$ cat config.mk
export PLATFORM = sky130hd
export DESIGN_NAME = fft_radix2_stream
export DESIGN_NICKNAME = d
export VERILOG_FILES = /design/src/rtl/fft_radix2_stream.sv
export SDC_FILE = /design/constraint.sdc
export NUM_CORES = 2
export LEC_CHECK = 0
export CAP_MARGIN = 30
export CORE_ASPECT_RATIO = 1.75
export CORE_MARGIN = 3
export CORE_UTILIZATION = 45
export CTS_CLUSTER_DIAMETER = 80
export DETAILED_ROUTE_END_ITERATION = 7
export GPL_TIMING_DRIVEN = 0
export PLACE_DENSITY = 0.69
export RECOVER_POWER = 25
export SYNTH_ARGS = -nofsm -noshare
export SYNTH_HDL_FRONTEND = slang
export SYNTH_SLANG_ARGS = --single-unit
$ cat constraint.sdc
create_clock -name clk -period 36.9 [get_ports clk]
set_input_delay 7.38 -clock clk [delete_from_list [all_inputs] [get_ports clk]]
set_output_delay 7.38 -clock clk [all_outputs]
set_load 0.03 [all_outputs]
$ cat src/rtl/fft_radix2_stream.sv
// Iterative in-place radix-2 DIT FFT/IFFT over an N-point complex frame, one butterfly per cycle.
// Latency: S*N/2 compute cycles after the last input, then bins stream out in natural order.
// Backpressure: in_ready low outside LOAD; out_data/out_last hold while out_valid && !out_ready.
module fft_radix2_stream #(
  parameter int N     = 8,
  parameter int WIDTH = 32,
  parameter int SCALE = 0
) (
  input  logic             clk,
  input  logic             reset,
  input  logic [WIDTH-1:0] in_data,
  input  logic             in_valid,
  output logic             in_ready,
  input  logic             inverse,
  output logic [WIDTH-1:0] out_data,
  output logic             out_valid,
  input  logic             out_ready,
  output logic             out_last,
  output logic             busy
);

  localparam int  HW = WIDTH / 2;     // component width
  localparam int  S  = $clog2(N);     // stage count
  localparam int  SW = $clog2(S);     // stage counter width
  localparam int  JW = S - 1;         // butterfly index / twiddle index width
  localparam int  EW = HW + 3;        // headroom for A +/- W*B before scaling or saturation
  localparam int  PW = 2 * HW + 1;    // full-precision complex product sum
  localparam real PI = 3.14159265358979323846;
  localparam logic signed [EW-1:0] MAXV = EW'((1 << (HW - 1)) - 1);
  localparam logic signed [EW-1:0] MINV = ~MAXV;

  typedef enum logic [1:0] {LOAD, COMPUTE, UNLOAD} state_t;

  // Elaboration-time cosine/sine via Taylor series; arguments stay within [0, pi).
  function automatic real f_cos(input real x);
    real term, sum;
    term = 1.0;
    sum  = 1.0;
    for (int i = 1; i < 30; i++) begin
      term = -term * x * x / real'((2 * i - 1) * (2 * i));
      sum  = sum + term;
    end
    return sum;
  endfunction

  function automatic real f_sin(input real x);
    real term, sum;
    term = x;
    sum  = x;
    for (int i = 1; i < 30; i++) begin
      term = -term * x * x / real'((2 * i) * (2 * i + 1));
      sum  = sum + term;
    end
    return sum;
  endfunction

  // Round to nearest Q1.(HW-1) and clip symmetrically so +1.0 never wraps.
  function automatic int tw_quant(input real v);
    real sc;
    int  r, lim;
    lim = (1 << (HW - 1)) - 1;
    sc  = v * real'(lim + 1);
    if (sc >= 0.0) r = $rtoi(sc + 0.5);
    else           r = -$rtoi(0.5 - sc);
    if (r > lim)  r = lim;
    if (r < -lim) r = -lim;
    return r;
  endfunction

  function automatic logic [S-1:0] bitrev(input logic [S-1:0] v);
    logic [S-1:0] r;
    for (int i = 0; i < S; i++) r[i] = v[S-1-i];
    return r;
  endfunction

  // Scale by 2 (floor) or pass through, then clamp into the component range.
  function automatic logic [HW-1:0] fix(input logic signed [EW-1:0] v);
    logic signed [EW-1:0] t;
    t = (SCALE != 0) ? (v >>> 1) : v;
    if (t > MAXV) t = MAXV;
    if (t < MINV) t = MINV;
    return t[HW-1:0];
  endfunction

  logic signed [HW-1:0] cos_tab [N/2];
  logic signed [HW-1:0] sin_tab [N/2];

  for (genvar gk = 0; gk < N / 2; gk++) begin : g_tw
    localparam int C  = tw_quant(f_cos(2.0 * PI * real'(gk) / real'(N)));
    localparam int SN = tw_quant(f_sin(2.0 * PI * real'(gk) / real'(N)));
    assign cos_tab[gk] = HW'(C);
    assign sin_tab[gk] = HW'(SN);
  end

  state_t           state, state_nxt;
  logic [S-1:0]     in_cnt, out_cnt;
  logic [SW-1:0]    stage;
  logic [JW-1:0]    bfly;
  logic             inv_q;
  logic [WIDTH-1:0] mem [N];
  logic             in_fire, out_fire;

  assign in_fire  = in_valid && in_ready;
  assign out_fire = out_valid && out_ready;

  logic [S-1:0]         j_ext, lo_mask, addr_a, addr_b;
  logic [JW-1:0]        tw_k;
  logic [WIDTH-1:0]     word_a, word_b, p_dat, m_dat;
  logic signed [HW-1:0] ar, ai, br, bi, wr, wi;
  logic signed [PW-1:0] prod_r, prod_i;
  logic signed [EW-1:0] wbr, wbi;

  // Butterfly addressing for (stage, bfly) and the in-place butterfly datapath.
  always_comb begin
    j_ext   = {1'b0, bfly};
    lo_mask = (S'(1) << stage) - S'(1);
    addr_a  = (((j_ext >> stage) << stage) << 1) | (j_ext & lo_mask);
    addr_b  = addr_a | (S'(1) << stage);
    tw_k    = JW'((j_ext & lo_mask) << (SW'(S - 1) - stage));
    word_a  = mem[addr_a];
    word_b  = mem[addr_b];
    ar      = word_a[WIDTH-1:HW];
    ai      = word_a[HW-1:0];
    br      = word_b[WIDTH-1:HW];
    bi      = word_b[HW-1:0];
    wr      = cos_tab[tw_k];
    wi      = inv_q ? sin_tab[tw_k] : -sin_tab[tw_k];
    prod_r  = PW'(wr) * PW'(br) - PW'(wi) * PW'(bi);
    prod_i  = PW'(wr) * PW'(bi) + PW'(wi) * PW'(br);
    if (tw_k == '0) begin
      wbr = EW'(br);
      wbi = EW'(bi);
    end else if (tw_k == JW'(N / 4)) begin
      // Quarter-turn: multiply by -j (forward) or +j (inverse) exactly.
      if (inv_q) begin
        wbr = -EW'(bi);
        wbi = EW'(br);
      end else begin
        wbr = EW'(bi);
        wbi = -EW'(br);
      end
    end else begin
      wbr = EW'(prod_r >>> (HW - 1));
      wbi = EW'(prod_i >>> (HW - 1));
    end
    p_dat = {fix(EW'(ar) + wbr), fix(EW'(ai) + wbi)};
    m_dat = {fix(EW'(ar) - wbr), fix(EW'(ai) - wbi)};
  end

  // Frame buffer: bit-reversed writes during LOAD, in-place butterfly writes during COMPUTE.
  always_ff @(posedge clk) begin
    if (state == LOAD && in_fire) begin
      mem[bitrev(in_cnt)] <= in_data;
    end else if (state == COMPUTE) begin
      mem[addr_a] <= p_dat;
      mem[addr_b] <= m_dat;
    end
  end

  // State register.
  always_ff @(posedge clk) begin
    if (reset) state <= LOAD;
    else       state <= state_nxt;
  end

  // Next-state and handshake outputs.
  always_comb begin
    state_nxt = state;
    in_ready  = 1'b0;
    out_valid = 1'b0;
    out_last  = 1'b0;
    out_data  = '0;
    busy      = 1'b0;
    case (state)
      LOAD: begin
        in_ready = !reset;
        if (in_fire && in_cnt == S'(N - 1)) state_nxt = COMPUTE;
      end
      COMPUTE: begin
        busy = 1'b1;
        if (stage == SW'(S - 1) && bfly == {JW{1'b1}}) state_nxt = UNLOAD;
      end
      UNLOAD: begin
        busy      = 1'b1;
        out_valid = 1'b1;
        out_data  = mem[out_cnt];
        out_last  = (out_cnt == S'(N - 1));
        if (out_fire && out_cnt == S'(N - 1)) state_nxt = LOAD;
      end
      default: state_nxt = LOAD;
    endcase
  end

  // Sample, butterfly, stage and bin counters; all wrap to zero at the end of their phase.
  always_ff @(posedge clk) begin
    if (reset) begin
      in_cnt  <= '0;
      out_cnt <= '0;
      stage   <= '0;
      bfly    <= '0;
      inv_q   <= 1'b0;
    end else begin
      if (in_fire) begin
        in_cnt <= in_cnt + S'(1);
        if (in_cnt == '0) inv_q <= inverse;
      end
      if (state == COMPUTE) begin
        bfly <= bfly + JW'(1);
        if (bfly == {JW{1'b1}}) stage <= (stage == SW'(S - 1)) ? '0 : stage + SW'(1);
      end
      if (out_fire) out_cnt <= out_cnt + S'(1);
    end
  end

endmodule

==> reports/qor.yml <==
power_and_ir_drop:
  clkPwrFrac: 0.134
  switching_share: 0.5215
  powerDensity_nw_per_um2: 32.19
  leakagePower_nw: 28.94
  power_frac_comb: 0.694
  seq_power_share: 0.172
  p_int_w: 0.0009675
  max-vdd-ir-drop_mv: 0.07867
  switchingPower_w: 0.001054
die:
  row_count: 172
  die_area_um2: 132300
  initial_core_util: 0.4559
  io_pins: 73
  core-area_um2: 126100
  die-height_um: 478.9
  die_x_um: 276.2
synthesis:
  synth.distinct_cells: 94
  syn-num-nets: 7346
  yosysSeqAreaShare: 0.1393
  ys_ff_latch: 272
  ys_warn_count: 0
  synth_top_area_frac: 0.3746
  async_reset_ff_frac: 0
  syn-instance-count: 5859
  ys.flop_type: "edfxtp_1"
  yosysTopAreaCell: "fa_1"
  synth_area_leaders: "fa_1 37%, edfxtp_1 13%, inv_1 8.8%, ha_1 8.1%, mux4_2 5.0%"
  syn-cell-area_um2: 57500
  syn_avg_cell_area_um2: 9.814
  synth_edf_count: 256
cts:
  clk_latency_ps: 610
  clk_pin_slew_worst_paths_ps: 90
  cts_root_buffer: "clkbuf_16"
  cts_buffers: 23
  clock_tree.buffer_depth: 3
  cts_resized: 0
  cts_tree: "built"
  clkSinkCount: 272
  hold_buffers: 0
  postCtsSetupBuffers: 0
  htreeDepth: 1
critical_path:
  critPathLaunchType: "flip-flop"
  path_buf_inv: 18
  cp.arrival_ps: 20380
  crit_cells: 59
  reg2reg_to: "mem[7][17]"
  reg2reg_depth: 59
  crit_family: "compound AO/OA/AOI/OAI gates"
  rrSetupSlack_ps: 16830
  critPathKind: "flip-flop to flip-flop"
  r2r-start: "stage[1]"
  crit_required_ps: 37220
  critPathMaxFanout: 10
  crit_path_max_incr_delay_ps: 990
  cp-end-kind: "flip-flop"
  slowest_stage: "o41ai_1"
route:
  post_drt_wl_per_cell_um: 30.80
  vias: 47638
  drc: 76
  drt_iter0_markers: 5619
  antenna_left: 0
  routed_wl_um: 238700
  viasPerCell: 6.148
  firstDrtPassIters: 8
layout:
  fin_cells: 7749
  nNetsFinal: 7556
  finish.utilization: 0.4980
  drive_gt1_frac: 0.06903
  n_fill_cell: 11778
  syn2layout_area_growth_pct: 9.224
grt:
  antenna_found_initial: 13
  grt.total_usage: 0.3611
  grt_pass1_vias: 50933
  overflow: 0
  grt_max_degree: 20
  grt_pass1_wl_um: 340800
timing:
  rsz0062_at_grt: "false"
  layout_worst_path_cycle_share: 0.5438
  clock-skew-final_ps: 25.67
  worst_pin_slew_ps: 3589
  min_period_ps: 20070
  max-slew-margin-rel: -1.418
  timing.final.hold_violations: 0
  max_freq_mhz: 49.83
  drv_slew: 121
  setup_viol: 0
  finalSetupTns_ps: 0
min_path:
  hp-class: "flip-flop to flip-flop"
  hold_depth: 2
  holdPathEnd: "out_cnt[1]"
  hp-start: "out_cnt[1]"
placed_design:
  io_buffers: 72
  place_inst: 7683
  gp_congestion: 1.054
  dp_hpwl_um: 198000
run:
  max-cap-violations: 8
status:
  status: "finished, violations left"
  violations: "design-rule violations, max-capacitance violations, max-slew violations"
-- worst max-delay path by stage --
stage | start | to | slack (ps)
floorplan | reset | in_ready | 21670
global placement | stage[1] | mem[7][1] | 13130
detailed placement | stage[1] | mem[6][17] | 17840
CTS | stage[1] | mem[6][17] | 17750
global route | stage[1] | mem[2][24] | 16320
finish | stage[1] | mem[7][17] | 16830
-- cell usage in the layout, fill, tap and decap left out, types with 39 or more instances in the layout --
master and count:
inv_1 1355, fa_1 1076, nor2_1 473, nand2_1 425, ha_1 374, a21oi_1 295, edfxtp_1 256, clkbuf_1 186
mux4_2 128, mux2i_1 122, xnor2_1 119, o21ai_0 88, a222oi_1 80, clkdlybuf4s50_1 70, buf_8 67, nand2b_1 66
nor2b_1 60, nand3_1 55, a21o_1 53, xor2_1 42, nor3_1 39
-- state kept, by name, indices dropped and copies added, names as in the netlist, named ones only --
register  flops
bfly          2
state         2
inv_q         1
in_cnt        3
mem         256
stage         2
out_cnt       3
-- cell families (layout without fill, tap and decap cells) --
kind of cell             after synthesis  after routing  synth area share
AO/OA/AOI/OAI                        858            858            0.1046
adder cells (fa/ha/maj)             1450           1450            0.4560
XOR/XNOR                             163            163           0.02535
flip-flops                           272            272            0.1393
multiplexers                         253            253           0.07196
AND/OR/NAND/NOR                     1248           1248           0.09542
buffers and inverters               1615           1840            0.1074
other                                  0             12                 0
-- cell type report --
type	count	area, um2	area share
antenna	12	30.03	0.0004781
buffer	254	1071	0.01705
clock buffer	24	579.3	0.009224
clock inverter	16	178.9	0.002849
inverter	1361	5109	0.08134
multi-input combinational	3972	43500	0.6927
sequential	272	8008	0.1275
tap	1653	2068	0.03293
timing repair buffer	185	2256	0.03592
-- stage by stage --
step	hold slack, ps	setup WS [ps]	instance area, um2	total power [W]
CTS	513.0	17750	62760	0.001970
finish	509.1	16830	62800	0.002022
detailed placement	497.8	17840	62000	0.001702
global route	545.3	16320	62780	0.002142
global placement	466.6	13130	60290	0.001681
floorplan	454.1	21670	57500	0.001239
-- worst min-delay path, cell delays in order (launching register included) --
cell and delay, ps:
dfxtp_1 320, nand2_1 60, a21oi_1 70
-- per-layer routing --
layer / wire length (um) / global-route usage
met3: 21520 / 0.07524
met2: 114100 / 0.6091
met1: 65880 / 0.3424
met5: 51 / 0
met4: 37130 / 0.4151
-- power by group through the flow --
stage	Clock, W	Combinational (W)	Sequential (W)
floorplan	0	0.000885	0.000354
global placement	0	0.00133	0.000355
detailed placement	0	0.00135	0.000355
CTS	0.000264	0.00136	0.000348
global route	0.000275	0.00152	0.000348
finish	0.000270	0.00140	0.000348
-- cell usage after synthesis, types with 34 or more instances --
master / instances
clkbuf_1: 179
ha_1: 374
mux4_2: 128
nor2_1: 474
nand2b_1: 66
a21o_1: 53
nand2_1: 425
xnor2_1: 119
nor3_1: 41
o21ai_0: 91
nand3_1: 55
mux2i_1: 122
inv_1: 1355
edfxtp_1: 256
a21oi_1: 295
xor2_1: 42
a222oi_1: 80
nor2b_1: 60
fa_1: 1076
a32o_1: 34
Power figures use the tool's default switching activity.
